===== src/rtl/core_pkg.sv =====
// Fetch-path types shared by the core front end: the queued fetch entry and
// the bubble encoding used whenever no real instruction is present.
package core_pkg;

  localparam logic [31:0] INSTR_BUBBLE = 32'd0;
  localparam logic [31:0] PC_NONE      = 32'd0;

  typedef struct packed {
    logic [31:0] pc;
    logic [31:0] instr;
  } fetch_entry_t;

  localparam fetch_entry_t FETCH_EMPTY = '{pc: PC_NONE, instr: INSTR_BUBBLE};

endpackage


===== src/rtl/core_fetch_queue_if.sv =====
// Fetch queue bus: the adapter/redirect side drives i_*, the queue drives the
// head entry and status back on o_*.
interface core_fetch_queue_if #(
  parameter int DEPTH = 4
);

  localparam int CW = $clog2(DEPTH) + 1;

  logic [31:0]   i_pc;
  logic [31:0]   i_instr;
  logic          i_valid;
  logic          i_flush;
  logic          i_deq;
  logic [31:0]   o_pc;
  logic [31:0]   o_instr;
  logic          o_valid;
  logic          o_full;
  logic [CW-1:0] o_count;
  logic          o_overflow;

  modport master (
    output i_pc, i_instr, i_valid, i_flush, i_deq,
    input  o_pc, o_instr, o_valid, o_full, o_count, o_overflow
  );

  modport slave (
    input  i_pc, i_instr, i_valid, i_flush, i_deq,
    output o_pc, o_instr, o_valid, o_full, o_count, o_overflow
  );

endinterface


===== src/rtl/core_fetch_queue.sv =====
// First-word-fall-through instruction fetch queue between the instruction bus
// adapter and decode; flush discards everything, overflow is a sticky error.
module core_fetch_queue
  import core_pkg::*;
#(
  parameter int DEPTH = 4
) (
  input  logic             clk,
  input  logic             rst,
  core_fetch_queue_if.slave bus
);

  localparam int PW = $clog2(DEPTH);
  localparam int CW = PW + 1;
  localparam logic [CW-1:0] COUNT_FULL = CW'(DEPTH);
  localparam logic [CW-1:0] COUNT_ONE  = CW'(1);
  localparam logic [PW-1:0] PTR_ONE    = PW'(1);

  fetch_entry_t  mem_r [DEPTH];
  logic [PW-1:0] rd_ptr_r;
  logic [PW-1:0] wr_ptr_r;
  logic [CW-1:0] count_r;
  logic          overflow_r;

  logic          full_s;
  logic          nonempty_s;
  logic          enq_s;
  logic          deq_s;
  logic          drop_s;
  fetch_entry_t  wr_entry_s;
  fetch_entry_t  head_s;

  // Handshake decode; status comes only from registered occupancy.
  always_comb begin
    full_s       = (count_r == COUNT_FULL);
    nonempty_s   = (count_r != {CW{1'b0}});
    deq_s        = bus.i_deq & nonempty_s & ~bus.i_flush;
    enq_s        = bus.i_valid & ~bus.i_flush & (~full_s | (bus.i_deq & nonempty_s));
    drop_s       = bus.i_valid & ~bus.i_flush & full_s & ~(bus.i_deq & nonempty_s);
    wr_entry_s.pc    = bus.i_pc;
    wr_entry_s.instr = bus.i_instr;
  end

  // Head entry falls through from storage, masked to a bubble when empty.
  always_comb begin
    if (nonempty_s) begin
      head_s = mem_r[rd_ptr_r];
    end else begin
      head_s = FETCH_EMPTY;
    end
  end

  // Occupancy, pointers and sticky overflow; reset beats flush beats traffic.
  always_ff @(posedge clk) begin
    if (rst) begin
      count_r    <= {CW{1'b0}};
      rd_ptr_r   <= {PW{1'b0}};
      wr_ptr_r   <= {PW{1'b0}};
      overflow_r <= 1'b0;
    end else if (bus.i_flush) begin
      count_r    <= {CW{1'b0}};
      rd_ptr_r   <= {PW{1'b0}};
      wr_ptr_r   <= {PW{1'b0}};
    end else begin
      if (enq_s) begin
        wr_ptr_r <= wr_ptr_r + PTR_ONE;
      end
      if (deq_s) begin
        rd_ptr_r <= rd_ptr_r + PTR_ONE;
      end
      case ({enq_s, deq_s})
        2'b10:   count_r <= count_r + COUNT_ONE;
        2'b01:   count_r <= count_r - COUNT_ONE;
        default: count_r <= count_r;
      endcase
      if (drop_s) begin
        overflow_r <= 1'b1;
      end
    end
  end

  // Entry storage is deliberately left unreset; emptiness masks stale data.
  always_ff @(posedge clk) begin
    if (!rst && enq_s) begin
      mem_r[wr_ptr_r] <= wr_entry_s;
    end
  end

  assign bus.o_pc       = head_s.pc;
  assign bus.o_instr    = head_s.instr;
  assign bus.o_valid    = nonempty_s;
  assign bus.o_full     = full_s;
  assign bus.o_count    = count_r;
  assign bus.o_overflow = overflow_r;

endmodule


===== src/flat_wrapper.sv =====
// flat-port wrapper written by rule: the top's interface ports become plain ports
module core_fetch_queue_flat import core_pkg::*;
#(
  parameter int DEPTH = 4
)
  (clk, rst, bus_i_pc, bus_i_instr, bus_i_valid, bus_i_flush, bus_i_deq, bus_o_pc, bus_o_instr, bus_o_valid, bus_o_full, bus_o_count, bus_o_overflow);
  core_fetch_queue_if #(.DEPTH(DEPTH)) bus_i ();
  input  logic clk;
  input  logic rst;
  input wire logic [$bits(bus_i.i_pc)-1:0] bus_i_pc;
  input wire logic [$bits(bus_i.i_instr)-1:0] bus_i_instr;
  input wire logic [$bits(bus_i.i_valid)-1:0] bus_i_valid;
  input wire logic [$bits(bus_i.i_flush)-1:0] bus_i_flush;
  input wire logic [$bits(bus_i.i_deq)-1:0] bus_i_deq;
  output wire logic [$bits(bus_i.o_pc)-1:0] bus_o_pc;
  output wire logic [$bits(bus_i.o_instr)-1:0] bus_o_instr;
  output wire logic [$bits(bus_i.o_valid)-1:0] bus_o_valid;
  output wire logic [$bits(bus_i.o_full)-1:0] bus_o_full;
  output wire logic [$bits(bus_i.o_count)-1:0] bus_o_count;
  output wire logic [$bits(bus_i.o_overflow)-1:0] bus_o_overflow;
  assign bus_i.i_pc = bus_i_pc;
  assign bus_i.i_instr = bus_i_instr;
  assign bus_i.i_valid = bus_i_valid;
  assign bus_i.i_flush = bus_i_flush;
  assign bus_i.i_deq = bus_i_deq;
  assign bus_o_pc = bus_i.o_pc;
  assign bus_o_instr = bus_i.o_instr;
  assign bus_o_valid = bus_i.o_valid;
  assign bus_o_full = bus_i.o_full;
  assign bus_o_count = bus_i.o_count;
  assign bus_o_overflow = bus_i.o_overflow;
  core_fetch_queue #(.DEPTH(DEPTH)) u_core (.clk(clk), .rst(rst), .bus(bus_i));
endmodule

===== config.mk =====
export PLATFORM = sky130hd
export DESIGN_NAME = core_fetch_queue_flat
export DESIGN_NICKNAME = d
export VERILOG_FILES = /design/src/rtl/core_pkg.sv /design/src/rtl/core_fetch_queue_if.sv /design/src/rtl/core_fetch_queue.sv /design/src/flat_wrapper.sv
export SDC_FILE = /design/constraint.sdc
export NUM_CORES = 1
export LEC_CHECK = 0
export CORE_UTILIZATION = 40
export DETAILED_ROUTE_END_ITERATION = 7
export GPL_TIMING_DRIVEN = 0
export HOLD_SLACK_MARGIN = 0.02
export SYNTH_ARGS = -nofsm -noshare
export SYNTH_HDL_FRONTEND = slang
export SYNTH_SLANG_ARGS = --single-unit
export TNS_END_PERCENT = 20

===== constraint.sdc =====
create_clock -name clk -period 9.8 [get_ports clk]
set_input_delay 1.96 -clock clk [delete_from_list [all_inputs] [get_ports clk]]
set_output_delay 1.96 -clock clk [all_outputs]
set_load 0.05 [all_outputs]

Yosys cells after proc, flatten, opt, wreduce, memory -nomap -nowiden:

Memories as Yosys holds them, arrays and structs flattened. A register that Yosys moved wholly into a read port is not among the register bits.
Cells that the tools add are included.

* add/sub/neg operators: 4
* equal/unequal tests: 3
* multiplexer cells: 6
* bitwise gates (word level): 10
* reductions and logical operators: 6

Operators by type and width (number)
* 2-to-1 mux 64 bit: 1
* AND 1 bit: 6
* case mux 3 bit (2 select lines): 1
* adder 2 x 1 -> 2 bit, second input constant: 2
* 2-to-1 mux 2 bit: 2
* adder 3 x 1 -> 3 bit, second input constant: 1
* equality test 3 bit, second input constant: 1
* inverter 1 bit: 3
* nonzero test 3 bit: 1
* subtractor 3 x 1 -> 3 bit, second input constant: 1
* equality test 2 x 1 -> 1 bit, second input constant: 1
* equality test 2 bit, second input constant: 1
* 2-to-1 mux 1 bit: 2
* AND reduction 2 bit: 1
* nonzero test 2 bit: 1
* OR reduction 2 bit: 1
* logical AND 1 bit: 1
* logical NOT 1 bit: 1
* bitwise OR 1 bit: 1

* flip-flop bits (word level): 8
* memory bits (writable): 256
* bits of input ports: 69
* output and inout bits: 70
* memories: 1

Memory list
* u_core.mem_r: words 4, bits a word 64, read ports 1, clocked after Yosys merged registers in 1, wr ports 1, RTL line core_fetch_queue.sv:19 `fetch_entry_t mem_r [DEPTH];`

Logic depth before layout (Yosys ltp):

Gate-level depths: netlist of run 1.

* depth after elaboration: 7
* gate-level depth with buffers: 9
* depth with buffers taken out: 8

Worst setup path after synthesis of run 1:

Ideal clock, no wire load.

* path kind: input to register
* start point: in bus_i_valid
* end point: mem u_core.mem_r[1][0] (netlist name), enable pin
* library setup time: 0.578 ns
* arrival time: 7.059 ns
* data required time: 9.222 ns
* slack: 2.163 ns
* stages: 3
* buffers on the path: 0
* path through: nor2b_1 > nand2_1 > nor3b_1

* word-level cells in the longest chain between the ends: 5

RTL lines
* start: declaration: RTL line flat_wrapper.sv:12 `input wire logic [$bits(bus_i.i_valid)-1:0] bus_i_valid;`
* AND 1 bit (2 in a row): RTL line core_fetch_queue.sv:38 `enq_s = bus.i_valid & ~bus.i_flush & (~full_s | (bus.i_deq & nonempty_s));`
* logical AND 1 bit: RTL line core_fetch_queue.sv:84 `if (!rst && enq_s) begin`
* 2-to-1 mux 1 bit: RTL line core_fetch_queue.sv:84
* 2-to-1 mux 1 bit (implied by the code): RTL line core_fetch_queue.sv:85 `mem_r[wr_ptr_r] <= wr_entry_s;`
* end: declaration: RTL line core_fetch_queue.sv:19

No other way between the ends.

Final worst setup path of run 1:

* start point: reg u_core.count_r[1], in the netlist u_core.bus.o_count[1]
* end point: out bus_o_instr[15]

* word-level cells in the longest chain between the ends: 2

RTL lines
* start: declaration: RTL line core_fetch_queue.sv:22 `logic [CW-1:0] count_r;`
* start signal: assignment: RTL line core_fetch_queue.sv:56 `count_r <= {CW{1'b0}};`
* start signal: assignment: RTL line core_fetch_queue.sv:61 `count_r <= {CW{1'b0}};`
* start signal: assignment: RTL line core_fetch_queue.sv:72 `2'b10: count_r <= count_r + COUNT_ONE;`
* nonzero test 3 bit: RTL line core_fetch_queue.sv:36 `nonempty_s = (count_r != {CW{1'b0}});`
* 2-to-1 mux 64 bit: RTL line core_fetch_queue.sv:46 `if (nonempty_s) begin`
* end: declaration: RTL line flat_wrapper.sv:16 `output wire logic [$bits(bus_i.o_instr)-1:0] bus_o_instr;`

No other way between the ends.

==> impl_metrics.csv, run 1 <==
group,metric,value,unit
sta,setup_viol,0,
clock_tree,clk_path_buf_depth,3,
floorplan,core-area,25200,sq um
clock_tree,cts_tree,"done",
global_routing,track_usage,15.7,%
floorplan,start_util,40.9,%
sta,slew_headroom,27.6,%
final_layout,final_cell_mix,"256 x edfxtp_1, 138 x clkdlybuf4s50_1, 64 x and2_1, 60 x mux4_2, 28 x clkbuf_16",
global_routing,grt_first_pass_wirelength,31.2,mm
synthesis,postSynthCellCount,466,
critical_path,crit_chain,"or3_1 -> clkbuf_2 -> clkbuf_1 -> and2_1 -> clkdlybuf4s50_1",
critical_path,critPathTopFamily,"buffers and inverters",
sta,maxSlewViolCount,0,
floorplan,fp.dieH,162,microns
placed_design,gp_congestion,0.735,
synthesis,post_synth_instance_area,10300,sq um
floorplan,die_w,162,microns
critical_path,worstSetupEndpointType,"output pin",
sta,fin_setup_tns,0,ns
placed_design,dp.cells,962,
sta,finalCritPeriodShare,49.2,%
synthesis,ys_ff_latch,266,
final_layout,layout_commonest_cell,"edfxtp_1",
critical_path,startpoint_type,"flop",
synthesis,ys_warn_count,0,
clock_tree,cts.sinks,266,
routing,avgRoutedWirePerCell,20.0,microns
routing,vias_per_cell,5.01,
job,maxCapViolCount,0,
critical_path,worst_path_max_delay_cell,"clkdlybuf4s50_1",
routing,remaining_drc_errors,0,
critical_path,path_max_fanout,10,
sta,worst_slack,4.98,ns
synthesis,syn_nets,541,
sta,worstMarginPinSlew,1.08,ns
routing,vias,5079,
critical_path,max_stage_delay,0.81,ns
sta,fin_crit,4.82,ns
placed_design,portBuffers,138,
floorplan,pin_count,139,
worst_hold_path,hold_path.class,"reg -> reg",
placed_design,place_ws,4.92,ns
power_and_ir_drop,power_density,187,nW/um^2
placed_design,dp_hpwl,13.6,mm
clock_tree,root_buffer,"clkbuf_16",
power_and_ir_drop,power.leakage,4.34,nW
clock_tree,cts_setup_buffers,0,
critical_path,criticalPathCategory,"reg -> out",
floorplan,dieArea,26400,sq um
synthesis,synth_top_area_share,74.7,%
final_layout,drive_gt1_share,23.1,%
routing,routed_wl,20.3,mm
synthesis,syn_area_per_cell,22.1,sq um
final_layout,layout.cells.non_filler,1014,
clock_tree,cts_resized,0,
global_routing,grt_max_degree,15,
critical_path,critPathRequiredTime,7.84,ns
critical_path,critPathBufInv,3,
critical_path,arrival,2.86,ns
final_layout,diodes,0,
synthesis,yosysTopAreaCell,"edfxtp_1",
sta,hold_viol_final,0,
sta,rsz0062_at_grt,"no",
synthesis,yosys-top-cells-area,"edfxtp_1 75%, mux4_2 13%, and2_1 3.9%",
run_status,outcome,"completed",
global_routing,gr-total-overflow,0,
clock_tree,clock_latency,0.54,ns
routing,firstDrtPassIters,4,
final_layout,nets,737,
routing,drt-initial-drc-count,266,
power_and_ir_drop,ir_worst_vdd,99.6,uV
critical_path,rrSetupSlack,7.11,ns
global_routing,antenna_found_initial,1,
sta,max_freq,208,MHz
floorplan,row_count,58,
synthesis,synth_cell_types,29,
clock_tree,numCtsBuffers,28,
final_layout,areaGrowthSynthToFinish,30.7,%
clock_tree,htreeDepth,1,
synthesis,ys_seq_area_share,76.6,%
sta,hold_slack,0.501,ns
routing,ant_nets,0,
clock_tree,cts_hold_buf,0,
sta,clock_skew,0.0130,ns
clock_tree,clkTransAtPathRegs,0.06,ns
global_routing,grt_pass1_vias,5515,
[metrics by stage]
| step | cell area [sq um] | util (%) | total power (W) |
|---|---|---|---|
| 6_report | 13400 | 53.4 | 0.00252 |
| 5_1_grt | 13400 | 53.4 | 0.00260 |
| 4_1_cts | 13400 | 53.4 | 0.00255 |
| 3_5_place_dp | 12400 | 49.4 | 0.00141 |
| 3_3_place_gp | 12100 | 48.0 | 0.00141 |
| 2_1_floorplan | 10300 | - | 0.00135 |
[registers in the layout, indices dropped and copies added, names as in the netlist, named ones only]
register / count
u_core.mem_r: 256
u_core.bus.o_count: 3
u_core.rd_ptr_r: 2
u_core.wr_ptr_r: 2
u_core.bus.o_overflow: 1
[synthesized netlist by cell type]
cell type,n
edfxtp_1,256
and2_1,64
mux4_2,60
dfxtp_1,10
nor2_1,8
buf_12,6
buf_2,6
clkbuf_2,6
inv_1,6
ha_1,5
nor3b_1,5
a21oi_1,4
mux4_1,4
xor2_1,4
clkbuf_1,3
o21ai_0,3
buf_6,2
nand3_1,2
or3_1,2
a31oi_1,1
fa_1,1
nand2_1,1
nand2b_1,1
nor2b_1,1
nor4b_1,1
o311ai_0,1
o31ai_1,1
or2_2,1
or4b_4,1
[worst min-delay path, cell delays in order (launching register included)]
cell and delay (ns):
dfxtp_1 0.33, a31oi_1 0.05, nor2_1 0.08
[power by group]
part           internal (W)  switching [W]
clock network      0.000708       0.000418
logic             0.0000593      0.0000712
registers           0.00126     0.00000239
[routing by layer]
metal,share of wire [%],up-vias,global-route usage (%)
met3,5.5,33,3.13
met4,2.1,0,4.59
met5,0,-,0
met2,50,139,26.7
met1,43,2615,20.5
li1,-,2292,-
[final timing paths]
check / endpoint / cells past startpoint / start
min reg2reg: u_core.bus.o_overflow / 2 / u_core.bus.o_overflow
min: u_core.bus.o_overflow / 2 / u_core.bus.o_overflow
max reg2reg: u_core.mem_r[2][46] / 6 / u_core.bus.o_count[1]
max: bus_o_instr[15] / 5 / u_core.bus.o_count[1]
[cells by family (layout without fill, tap and decap cells)]
kind of cell	count (synthesis)	after routing	share of synthesized area, %
flip-flops	266	266	76.6
AND/OR/NAND/NOR	87	87	5.20
multiplexers	64	64	14.2
buffers and inverters	29	247	2.30
AO/OA/AOI/OAI	10	10	0.559
adder cells (fa/ha/maj)	6	6	0.802
XOR/XNOR	4	4	0.340
[area by class of cell]
class / count / area, sq um
timing repair buffer: 166 / 1720
fill: 1946 / 11700
clock inverter: 21 / 293
tap: 330 / 413
sequential: 266 / 7890
multi-input combinational: 171 / 2190
clock buffer: 31 / 712
buffer: 23 / 214
inverter: 6 / 22.5
(Power assumes the default switching activity.)
==> run 2: changes to the inputs <==
==> constraint.sdc (replaced) <==
create_clock -name clk -period 4.85 [get_ports clk]
set_input_delay 0.97 -clock clk [delete_from_list [all_inputs] [get_ports clk]]
set_output_delay 0.97 -clock clk [all_outputs]
set_load 0.05 [all_outputs]
==> results of run 2 <==
Same layout as run 1 (identical final DEF). Status: completed.
Main changes from that run: setup slack after placement 4.92 ns -> 0.959 ns; setup slack after layout 4.98 ns -> 1.02 ns; register-to-register setup slack 7.11 ns -> 2.16 ns; total power 0.00252 W -> 0.00508 W; worst IR drop on VDD 99.6 uV -> 201 uV
==> RTL edit 1, RTL diff (config.mk and constraints of run 1) <==
Reset style: asynchronous (`rst`), changed in one clocked block.
--- a/src/rtl/core_fetch_queue.sv
+++ b/src/rtl/core_fetch_queue.sv
@@ -52,5 +52,5 @@
 
   // Occupancy, pointers and sticky overflow; reset beats flush beats traffic.
-  always_ff @(posedge clk) begin
+  always_ff @(posedge clk or posedge rst) begin
     if (rst) begin
       count_r    <= {CW{1'b0}};
Formal check against the unedited RTL: differs if rst is asserted again (counterexample within 4 cycles, from zero or initial values and one cycle with rst high); with rst held inactive, the same outputs for 4 cycles.
==> RTL edit 1 against run 1 <==
Highest routed layer unchanged; die area is 0.47% lower; largest cell class unchanged; synthesized area is 0.47% lower; register-to-register slack better by 0.03 ns; first-iteration DRC count is 20% higher; cell count is 2.3% lower; final area is 2.8% lower; worst setup slack worse by 0.38 ns; sequential share of layout area is 1.7 points higher; core utilization is 1.5 points lower; global-route usage hardly changed; critical path type unchanged; sequential cell count is 2 lower; wire length is 1.3% lower.
Power is not compared: it rests on default switching activity, and its combinational part moved more than twofold at a synthesized area within 25%.
==> RTL edit 1: results (changes against run 1) <==
run status completed; Multi-input gate area 0.002206 sq mm (+0.86%); XOR/XNOR share of the synthesized area 0.002565 (-0.0008389); dpl cells 939 (-2.4%); met3 wire length 1.192 mm (+7.0%); Fillers 1991 (+2.3%); layout clock buffer count 33 (+6.5%); measured slew at the worst slew-check pin 0.6783 ns (-0.4028 ns); iteration-0 DRC count of the detailed router 318 (+20%); Routed met2 length 10.02 mm (-0.38%); Seq/Total Area, Yosys 0.7701 (+0.003652); largest net degree at the start of global routing 34 (+19); depth of the most critical reg-to-reg path 9 (+3); post-synthesis compound-gate area fraction 0.007330 (+0.001737); Synth top cells by count edfxtp_1 (256), and2_1 (69), mux4_2 (64); setup ws final 4.600 ns (-0.3828 ns); ANT cells 1 (+1); proportion of synthesized area in mux cells 0.1438 (+0.002262); non-clock buffer count 166 (-12%); Place WS 5.136 ns (+0.2172 ns); signal buffers share of area 0.1220 (-0.02171); Vias 5036 (-0.85%); flop and latch count out of synthesis 264 (-0.75%); Yosys cell types 34 (+17%); crit path DAT 3.24 ns (+0.38 ns); synthesized net count 542 (+0.18%); HP Start u_core.bus.o_overflow$_DFFE_PP0P_; Setup crit end bus_o_pc[4]; GP Congestion 0.7158 (-2.6%); multi-input gates 175 (+2.3%); # nets final 713 (-3.3%); WL per Instance 20.19 um (+0.95%); R2R Path End u_core.bus.o_count[2]$_DFFE_PP0P_; Hold Slack 0.4776 ns (-0.02378 ns); clk cell area share 0.07293 (-0.001779); Post-DP HPWL 12.11 mm (-11%); GR Layer Usage met1 0.2011 (-0.003668); GR Layer Usage met2 0.2669 (about the same); first-pass GRT wire length 30.97 mm (-0.77%); Post-Place Cell Area 0.01212 sq mm (-2.6%); inverter count 4 (-2); share of layout cells above drive strength 1 0.1985 (-0.03251); Setup crit start u_core.bus.o_count[2]$_DFFE_PP0P_; Synth area leaders edfxtp_1 (75%), mux4_2 (14%), and2_1 (4.2%); worst min-delay path endpoint u_core.bus.o_overflow$_DFFE_PP0P_; Synth async-reset ratio 0.03030 (+0.03030); port buffer count 137 (-0.72%); R2R Path Start u_core.bus.o_count[0]$_DFFE_PP0P_; Mapped Cells 468 (+0.43%); vias per cell 5.082 (+1.5%); vias in the first global route 5412 (-1.9%); Finished Cell Area 0.01307 sq mm (-2.8%); initial antenna violation count 0 (-1); met3 GRT Util 0.03907 (+0.007749)
==> RTL edit 1: cell types whose count changed after synthesis, moves of 4 or more <==
cell | before | now
buf_12 | 6 | 0
mux4_1 | 4 | 0
dfxtp_1 | 10 | 0
mux4_2 | 60 | 64
dfrtp_1 | 0 | 8
clkbuf_2 | 6 | 0
nor3b_1 | 5 | 1
and2_1 | 64 | 69
clkbuf_1 | 3 | 12
==> RTL edit 1: power by group through the flow <==
| stage | Sequential (mW) | Clock, mW | Combinational [mW] |
|---|---|---|---|
| after floorplan | 1.31 | 0 | 0.626 |
| after global placement | 1.30 | 0 | 0.955 |
| after detailed placement | 1.30 | 0 | 0.960 |
| after CTS | 1.28 | 1.11 | 0.964 |
| after global routing | 1.28 | 1.14 | 1.00 |
| final | 1.28 | 1.08 | 0.946 |
==> RTL edit 1: worst max-delay path, delay by kind of cell, from the launching register on <==
kind / cells / cell delay [ns]
buffers and inverters: 3 / 1.72
DFF: 1 / 0.48
and+or+nand+nor: 2 / 0.51
==> RTL edit 2, RTL diff (settings of run 1) <==
Without the edit above. `DEPTH` is set to 4 in 3 places; all go to 2.
--- a/src/rtl/core_fetch_queue_if.sv
+++ b/src/rtl/core_fetch_queue_if.sv
@@ -2,5 +2,5 @@
 // head entry and status back on o_*.
 interface core_fetch_queue_if #(
-  parameter int DEPTH = 4
+  parameter int DEPTH = 2
 );
 
--- a/src/rtl/core_fetch_queue.sv
+++ b/src/rtl/core_fetch_queue.sv
@@ -4,5 +4,5 @@
   import core_pkg::*;
 #(
-  parameter int DEPTH = 4
+  parameter int DEPTH = 2
 ) (
   input  logic             clk,
--- a/src/flat_wrapper.sv
+++ b/src/flat_wrapper.sv
@@ -2,5 +2,5 @@
 module core_fetch_queue_flat import core_pkg::*;
 #(
-  parameter int DEPTH = 4
+  parameter int DEPTH = 2
 )
   (clk, rst, bus_i_pc, bus_i_instr, bus_i_valid, bus_i_flush, bus_i_deq, bus_o_pc, bus_o_instr, bus_o_valid, bus_o_full, bus_o_count, bus_o_overflow);
Ports: changed (resized bus_o_count); port bits go from 139 to 138. No check against the original RTL was run, so the function may have changed too.
==> RTL edit 2 against run 1 <==
Final area fell by 45%; via count fell by 41%; sequential share of layout area fell by 5.1 points; worst setup slack improved by 0.50 ns; clock power fell by 47%; synthesized area fell by 50%; sequential cell count fell by 132; critical path depth did not move; count of clock-buffer cells in the layout fell by 14; non-clock buffer count fell by 24; power fell by 47%; worst hold slack got worse by 0.030 ns; wire length fell by 51%; largest power group unchanged.
==> RTL edit 2: results (changes against run 1) <==
run status completed; Setup crit end bus_o_pc[14]; R2R Path End u_core.mem_r[1][19]$_DFFE_PP_; synthesized net count 374 (-31%); Seq/Total Area, Yosys 0.7769 (+0.01041); clk buf depth 2 (-1); Sw Ratio 0.2133 (+0.01805); CP peak stage delay 0.83 ns (+0.02 ns); GR Layer Usage met1 0.1944 (-0.01035); total CTS buffers 17 (-39%); Routed met2 length 4.801 mm (-52%); port buffer count 135 (-2.2%); Setup crit start u_core.bus.o_count[0]$_SDFFE_PP0P_; max FFs per register 128 (-50%); vias in the first global route 3167 (-43%); iteration-0 DRC count of the detailed router 168 (-37%); Crit-path slowest cell clkdlybuf4s50_1; first-pass GRT wire length 15.83 mm (-49%); crit path time final 4.318 ns (-0.4987 ns); Mapped Cells 304 (-35%); VDD IR-drop max 105.8 uV (+6.2%); # nets final 542 (-26%); WL per Instance 15.30 um (-24%); Place WS 5.263 ns (+0.3435 ns); initial antenna violation count 0 (-1); H-tree depth 4 (+3); M1 wire length 4.330 mm (-50%); Synth area leaders edfxtp_1 (75%), mux2i_1 (13%), nor2_1 (5.0%); LEAKAGE 2.392 nW (-45%); largest net degree at the start of global routing 17 (+2); Synth async-reset ratio 0 (unchanged); fin cells 652 (-36%); FF/Latch Area 0.003964 sq mm (-50%); dpl cells 621 (-35%); Hold Slack 0.4713 ns (-0.03011 ns); Clock Latency Late Sink 0.40 ns (-0.14 ns); GRT Total Usage 0.1623 (+0.005175); Fillers 979 (-50%); Vias 3013 (-41%); Yosys cell types 22 (-24%); clk_skew 0.007531 ns (-0.005460 ns); relative slew slack 0.4360 (+0.1599); number of synthesized flops with an enable pin 128 (-50%); Post-Place Cell Area 0.006839 sq mm (-45%); GR Layer Usage met2 0.2643 (-0.002448); met3 GRT Util 0.05799 (+0.02666); P_sw 286.5 uW (-42%); GP Congestion 0.7056 (-4.0%); Post-DP HPWL 6.920 mm (-49%); met3 wire length 696 um (-38%); comb pwr 105 uW (-19%); share of layout cells above drive strength 1 0.1219 (-0.1091); Worst R2R Setup Slack 7.26 ns (+0.15 ns); Clk. pwr 595 uW (-47%); Synth top cells by count edfxtp_1 (128), nor2_1 (68), mux2i_1 (64)
[RTL edit 2: cell count changes after synthesis, sizes merged, moves of 4 or more]
cell,change
edfxtp,-128
and2,-64
mux2i,+64
mux4,-64
nor2,+60
clkbuf,-7
a21oi,-4
dfxtp,-4
ha,-4
nor3,+4
[RTL edit 2: area by class of cell]
cell class | count | share of cell area
clock inverters | 14 | 0.01843
plain buffers | 16 | 0.01234
repair buffers | 149 | 0.2049
clock buffers | 17 | 0.05748
multi-input cells | 151 | 0.1413
well taps | 168 | 0.02840
inverters | 3 | 0.001522
flip-flops and latches | 134 | 0.5356
[RTL edit 2: cells by family after synthesis]
logic type               Yosys count  share of synthesized area
AO/OA/AOI/OAI                      6                   0.007849
XOR/XNOR                           3                   0.005151
adder cells (fa/ha/maj)            1                   0.002452
buffers and inverters             19                    0.02011
flip-flops                       134                     0.7769
multiplexers                      64                     0.1256
AND/OR/NAND/NOR                   77                    0.06204
